<file path="src/rtl/egg_timer_pkg.sv">
// Shared egg-timer definitions: alarm sequencer state encoding and tone-index limits
// (the tone generator decodes tone_sel against the same NUM_TONES/MAX_TONE).
package egg_timer_pkg;

  localparam int unsigned NUM_TONES = 5;
  localparam int unsigned MAX_TONE  = NUM_TONES - 1;

  typedef enum logic [2:0] {
    IDLE     = 3'd0,
    BEEP_ON  = 3'd1,
    BEEP_OFF = 3'd2,
    PAUSE    = 3'd3,
    HOLD     = 3'd4
  } alarm_state_e;

  // Counter width able to hold 0..n-1, never narrower than one bit.
  function automatic int unsigned cnt_width(input int unsigned n);
    return (n <= 1) ? 1 : $clog2(n);
  endfunction

  function automatic logic [2:0] clamp_tone(input logic [2:0] sel);
    return (sel > 3'(MAX_TONE)) ? 3'(MAX_TONE) : sel;
  endfunction

  function automatic logic [2:0] next_tone(input logic [2:0] sel);
    return (sel >= 3'(NUM_TONES - 1)) ? 3'd0 : sel + 3'd1;
  endfunction

endpackage

</file>
<file path="src/rtl/alarm_sequencer_rise_detect.sv">
// Registered 0->1 edge detector; a level already high when reset releases is not an edge.
module rise_detect (
  input  logic clk_i,
  input  logic rst_ni,
  input  logic level_i,
  output logic rise_o
);

  logic hist_q;
  logic primed_q;

  always_ff @(posedge clk_i or negedge rst_ni) begin
    if (!rst_ni) begin
      hist_q   <= 1'b0;
      primed_q <= 1'b0;
    end else begin
      hist_q   <= level_i;
      primed_q <= 1'b1;
    end
  end

  // The first sample after reset only seeds the history.
  assign rise_o = level_i & ~hist_q & primed_q;

endmodule

</file>
<file path="src/rtl/alarm_sequencer.sv">
// Egg-timer alarm cadence controller: beep/pause bursts on the rising edge of 00:00.
// Define ALARM_TONE_ROTATE_EN to step tone_sel by one (mod NUM_TONES) at each new burst.
module alarm_sequencer
  import egg_timer_pkg::*;
#(
  parameter int unsigned ON_TICKS        = 20,
  parameter int unsigned OFF_TICKS       = 10,
  parameter int unsigned BEEPS_PER_BURST = 3,
  parameter int unsigned PAUSE_TICKS     = 100,
  parameter int unsigned MAX_BURSTS      = 30
) (
  input  logic       CLK100MHZ,
  input  logic       reset_n,
  input  logic       tick,
  input  logic       endtime,
  input  logic       ack,
  input  logic [2:0] audioselection,
  output logic       tone_en,
  output logic [2:0] tone_sel,
  output logic       alarm_active,
  output logic       alarm_timeout
);

  localparam int unsigned PH_MAX_A = (ON_TICKS > OFF_TICKS) ? ON_TICKS : OFF_TICKS;
  localparam int unsigned PH_MAX   = (PH_MAX_A > PAUSE_TICKS) ? PH_MAX_A : PAUSE_TICKS;
  localparam int unsigned PH_W     = cnt_width(PH_MAX);
  localparam int unsigned BEEP_W   = cnt_width(BEEPS_PER_BURST);
  localparam int unsigned BURST_W  = cnt_width(MAX_BURSTS);

  localparam logic [PH_W-1:0]    ON_LAST    = PH_W'(ON_TICKS - 1);
  localparam logic [PH_W-1:0]    OFF_LAST   = PH_W'(OFF_TICKS - 1);
  localparam logic [PH_W-1:0]    PAUSE_LAST = PH_W'(PAUSE_TICKS - 1);
  localparam logic [BEEP_W-1:0]  BEEP_LAST  = BEEP_W'(BEEPS_PER_BURST - 1);
  localparam logic [BURST_W-1:0] BURST_LAST = BURST_W'(MAX_BURSTS - 1);

  alarm_state_e       state_q, state_d;
  logic [PH_W-1:0]    phase_q, phase_d;
  logic [BEEP_W-1:0]  beep_q, beep_d;
  logic [BURST_W-1:0] burst_q, burst_d;
  logic [2:0]         tone_q, tone_d;
  logic               tone_en_q, tone_en_d;
  logic               active_q, active_d;
  logic               timeout_q, timeout_d;
  logic               timeout_evt;
  logic               rise;
  logic               in_phase;
  logic               phase_end;
  logic [PH_W-1:0]    phase_last;

  rise_detect u_rise (
    .clk_i   (CLK100MHZ),
    .rst_ni  (reset_n),
    .level_i (endtime),
    .rise_o  (rise)
  );

  always_ff @(posedge CLK100MHZ or negedge reset_n) begin
    if (!reset_n) begin
      state_q   <= IDLE;
      phase_q   <= '0;
      beep_q    <= '0;
      burst_q   <= '0;
      tone_q    <= '0;
      tone_en_q <= 1'b0;
      active_q  <= 1'b0;
      timeout_q <= 1'b0;
    end else begin
      state_q   <= state_d;
      phase_q   <= phase_d;
      beep_q    <= beep_d;
      burst_q   <= burst_d;
      tone_q    <= tone_d;
      tone_en_q <= tone_en_d;
      active_q  <= active_d;
      timeout_q <= timeout_d;
    end
  end

  always_comb begin
    in_phase   = (state_q == BEEP_ON) || (state_q == BEEP_OFF) || (state_q == PAUSE);
    phase_last = PAUSE_LAST;
    if (state_q == BEEP_ON) begin
      phase_last = ON_LAST;
    end else if (state_q == BEEP_OFF) begin
      phase_last = OFF_LAST;
    end
    phase_end = tick && (phase_q == phase_last);
  end

  always_comb begin
    state_d     = state_q;
    beep_d      = beep_q;
    burst_d     = burst_q;
    tone_d      = tone_q;
    timeout_evt = 1'b0;
    case (state_q)
      IDLE: begin
        if (rise) begin
          state_d = BEEP_ON;
          tone_d  = clamp_tone(audioselection);
          beep_d  = '0;
          burst_d = '0;
        end
      end
      BEEP_ON, BEEP_OFF, PAUSE: begin
        // Timer leaving 00:00 outranks ack, which outranks the cadence.
        if (!endtime) begin
          state_d = IDLE;
        end else if (ack) begin
          state_d = HOLD;
        end else if (phase_end) begin
          if (state_q == BEEP_ON) begin
            state_d = (beep_q < BEEP_LAST) ? BEEP_OFF : PAUSE;
          end else if (state_q == BEEP_OFF) begin
            state_d = BEEP_ON;
            beep_d  = beep_q + BEEP_W'(1);
          end else if (burst_q == BURST_LAST) begin
            state_d     = HOLD;
            timeout_evt = 1'b1;
          end else begin
            state_d = BEEP_ON;
            burst_d = burst_q + BURST_W'(1);
            beep_d  = '0;
`ifdef ALARM_TONE_ROTATE_EN
            tone_d  = next_tone(tone_q);
`else
            tone_d  = tone_q;
`endif
          end
        end
      end
      HOLD: begin
        if (!endtime) begin
          state_d = IDLE;
        end
      end
      default: state_d = IDLE;
    endcase
  end

  // Phase counter restarts on every state entry and only runs inside cadence states.
  always_comb begin
    phase_d = phase_q;
    if (state_d != state_q) begin
      phase_d = '0;
    end else if (in_phase && tick) begin
      phase_d = phase_q + PH_W'(1);
    end
  end

  always_comb begin
    tone_en_d = (state_q == BEEP_ON);
    active_d  = in_phase;
    timeout_d = timeout_evt;
  end

  assign tone_en       = tone_en_q;
  assign tone_sel      = tone_q;
  assign alarm_active  = active_q;
  assign alarm_timeout = timeout_q;

endmodule

</file>
<file path="config.mk">
export PLATFORM = sky130hd
export DESIGN_NAME = alarm_sequencer
export DESIGN_NICKNAME = d
export VERILOG_FILES = /design/src/rtl/egg_timer_pkg.sv /design/src/rtl/alarm_sequencer_rise_detect.sv /design/src/rtl/alarm_sequencer.sv
export SDC_FILE = /design/constraint.sdc
export NUM_CORES = 1
export LEC_CHECK = 0
export ABC_AREA = 1
export CAP_MARGIN = 20
export CORE_MARGIN = 3
export CORE_UTILIZATION = 58
export CTS_BUF_LIST = sky130_fd_sc_hd__clkbuf_8
export DETAILED_ROUTE_END_ITERATION = 10
export PLACE_DENSITY = 0.78
export SYNTH_ARGS = -nofsm -noshare
export SYNTH_HDL_FRONTEND = slang
export SYNTH_SLANG_ARGS = --single-unit
export TNS_END_PERCENT = 100
</file>
<file path="constraint.sdc">
create_clock -name CLK100MHZ -period 2.37 [get_ports CLK100MHZ]
set_clock_uncertainty 0.15 [all_clocks]
set_input_delay 0.3555 -clock CLK100MHZ [delete_from_list [all_inputs] [get_ports CLK100MHZ]]
set_output_delay 0.3555 -clock CLK100MHZ [all_outputs]
set_load 0.05 [all_outputs]
</file>
==> results.txt <==
Netlist cell types -> 28
die width -> 55.46 um
Syn Area/Cell -> 8.652 sq um
Post-CTS Resized -> 0
total chip power -> 0.9295 mW
Die ar. -> 3076 sq um
DRT Pass-1 Iters -> 4
Startpoint Class -> register
Post-synth EDFFs -> 0
crit share post-route -> 92.90%
DP HPWL -> 2045 um
Layout Utilization -> 72.24%
outcome -> finished clean
first-pass GRT wire length -> 4933 um
Core ar. -> 2276 sq um
Final Cell Area -> 1644 sq um
GR Overflow Total -> 0
WP data arrival -> 2.24 ns
Non-Filler Instances -> 211
Peak supply drop -> 499.2 uV
Ant. Diodes -> 0
final wirelength -> 2742 um
top_reg_cell synth -> dfrtp_1
Placed Area -> 1599 sq um
setup violators final -> 0
Int Power -> 0.6470 mW
DRC -> 0
sequential fraction of the synthesis area -> 44.09%
routed length per instance -> 13.00 um
vias per cell -> 5.460
Worst EP required -> 2.41 ns
worst slew pin tran -> 0.5101 ns
share of layout cells above drive strength 1 -> 19.67%
Cell Area, Synth -> 1419 sq um
final count of hold timing violations -> 0
min-delay worst type -> primary input to async pin
Async S/R FF share, synth -> 100.0%
vias in the first global route -> 1,148
Ports -> 14
crit path time final -> 2.202 ns
total global-route track usage -> 19.82%
CTS tree -> done
crit end category -> register
top cell type's share of synthesized area -> 44.09%
power density cells -> 565.4 nW/um^2
fmax -> 454.2 MHz
Hold Slack -> 0.2998 ns
Synth warnings -> 0
syn nets -> 175
Reg power frac -> 52.1%
nets@finish -> 195
DP Worst Slack -> 0.05269 ns
leakage power -> 0.7515 nW
Synth area leader -> dfrtp_1
setup slack after layout -> 0.1683 ns
antenna violation net count after detailed routing -> 0
Die Height -> 55.46 um
initial drt markers -> 35
DR vias -> 1,152
Max Fanout on Critical Path -> 7
CTS Hold Bufs -> 0
initial antenna violation count -> 0
Area Overhead vs Synth -> 15.87%
largest net degree at the start of global routing -> 26
most numerous cell in the Yosys netlist -> nand2_1
kind of critical path -> register to register
switching power -> 0.2825 mW
TritonCTS buffer count -> 3
CTS clock-pin slew for the worst setup and hold paths -> 0.09 ns
max_cap viols -> 0
Clk pwr share -> 26.6%
Pins Over Slew Limit -> 0
worst skew pair latency -> 0.27 ns
H-Tree Depth -> 1
I/O Buffers -> 13
root buffer selected by CTS -> clkbuf_8
Row Count -> 17
Rel. slew slack -> 65.89%
Max Root-Sink Buffers -> 2
RSZ-0062 raised after global routing -> false
synth top area cells -> dfrtp_1 44%, nand2_1 6.9%, inv_1 5.0%, nand3_1 4.9%, xor2_1 4.3%
Fin Setup TNS -> 0 ns
Post-CTS Setup Inserts -> 0
Placed Cells incl. Taps -> 207
Sw Ratio -> 30.39%
post-synthesis register bit count -> 25
Post-Syn Instances -> 164
GPL Wtd Cong -> 0.8746
Starting Density -> 62.34%
combinational power share -> 21.2%
clk sinks -> 25
Synth top cells by count -> 26 x nand2_1, 25 x dfrtp_1, 19 x inv_1
metal layers:
metal	vias to the layer above	part of all wire, %	GRT usage, %
met4	0	1.6	6.597
met5	-	0	0
met2	33	50	35.47
li1	571	-	-
met1	536	44	24.10
met3	12	4.1	3.037
final cells by class:
| type | instances | area, sq um |
|---|---|---|
| Inverter | 23 | 86.33 |
| Clock buffer | 3 | 41.29 |
| Clock inverter | 1 | 3.754 |
| Tap cell | 28 | 35.03 |
| Timing Repair Buffer | 15 | 145.1 |
| Multi-Input combinational cell | 116 | 706.9 |
| Fill cell | 173 | 631.9 |
| Sequential cell | 25 | 625.6 |
path summary, 6_finish.rpt:
kind | start | to | slack (ns) | depth (start not counted)
min in group CLK100MHZ | tone_sel[2] | tone_sel[2] | 0.37 | 2
min | reset_n | burst_q[4] | 0.30 | 2
min reg2reg | tone_sel[2] | tone_sel[2] | 0.37 | 2
max in group asynchronous | reset_n | phase_q[0] | 1.53 | 2
max | state_q[0] | phase_q[6] | 0.17 | 11
max reg2reg | state_q[0] | phase_q[6] | 0.17 | 11
worst max-delay path, stage by stage (launching register included):
cell	delay [ns]
dfrtp_1	0.47
inv_2	0.14
nand3_2	0.14
nand2_2	0.18
inv_2	0.11
nor3_2	0.26
nand3_1	0.17
nand2_1	0.09
inv_1	0.06
nor2_4	0.13
nand2_4	0.10
nor2_2	0.12
layout by cell type, fill, tap and decap left out, types with 3 or more instances in the layout:
master and instances:
nor3_1 3, o21ai_0 5, nor2_1 14, ha_1 3, nand2_1 26, nand4_1 3
clkbuf_8 3, nor2_2 8, inv_2 4, nand2_2 7, dfrtp_1 25, inv_1 20
xor2_1 7, a21oi_1 5, nor2_4 3, nand3_2 3, nand3_1 14, clkdlybuf4s50_1 13
power groups by stage:
stage,combinational [mW],clock (mW),sequential [mW]
after global placement,0.192,0,0.491
after detailed placement,0.198,0,0.494
final,0.197,0.247,0.485
after floorplan,0.0961,0,0.525
after CTS,0.200,0.253,0.485
after global routing,0.220,0.272,0.490
cell families (layout without fill, tap and decap cells):
family | count (synthesis) | after routing | share of synthesized area [%]
xor gates and xnor gates | 8 | 8 | 4.938
adders and majority gates | 3 | 3 | 2.646
buffers and inverters | 23 | 42 | 6.084
other | 1 | 1 | 0.2643
and+or+nand+nor | 86 | 86 | 33.16
DFF | 25 | 25 | 44.09
AOI/OAI and AO/OA | 18 | 18 | 8.819
flip-flops by register name, indices dropped and copies added (netlist names), 2 cells and up:
name and flops:
state_q 3, phase_q 7, burst_q 5, tone_sel 3, beep_q 2
Note: power is estimated with default switching activity, not from simulation.
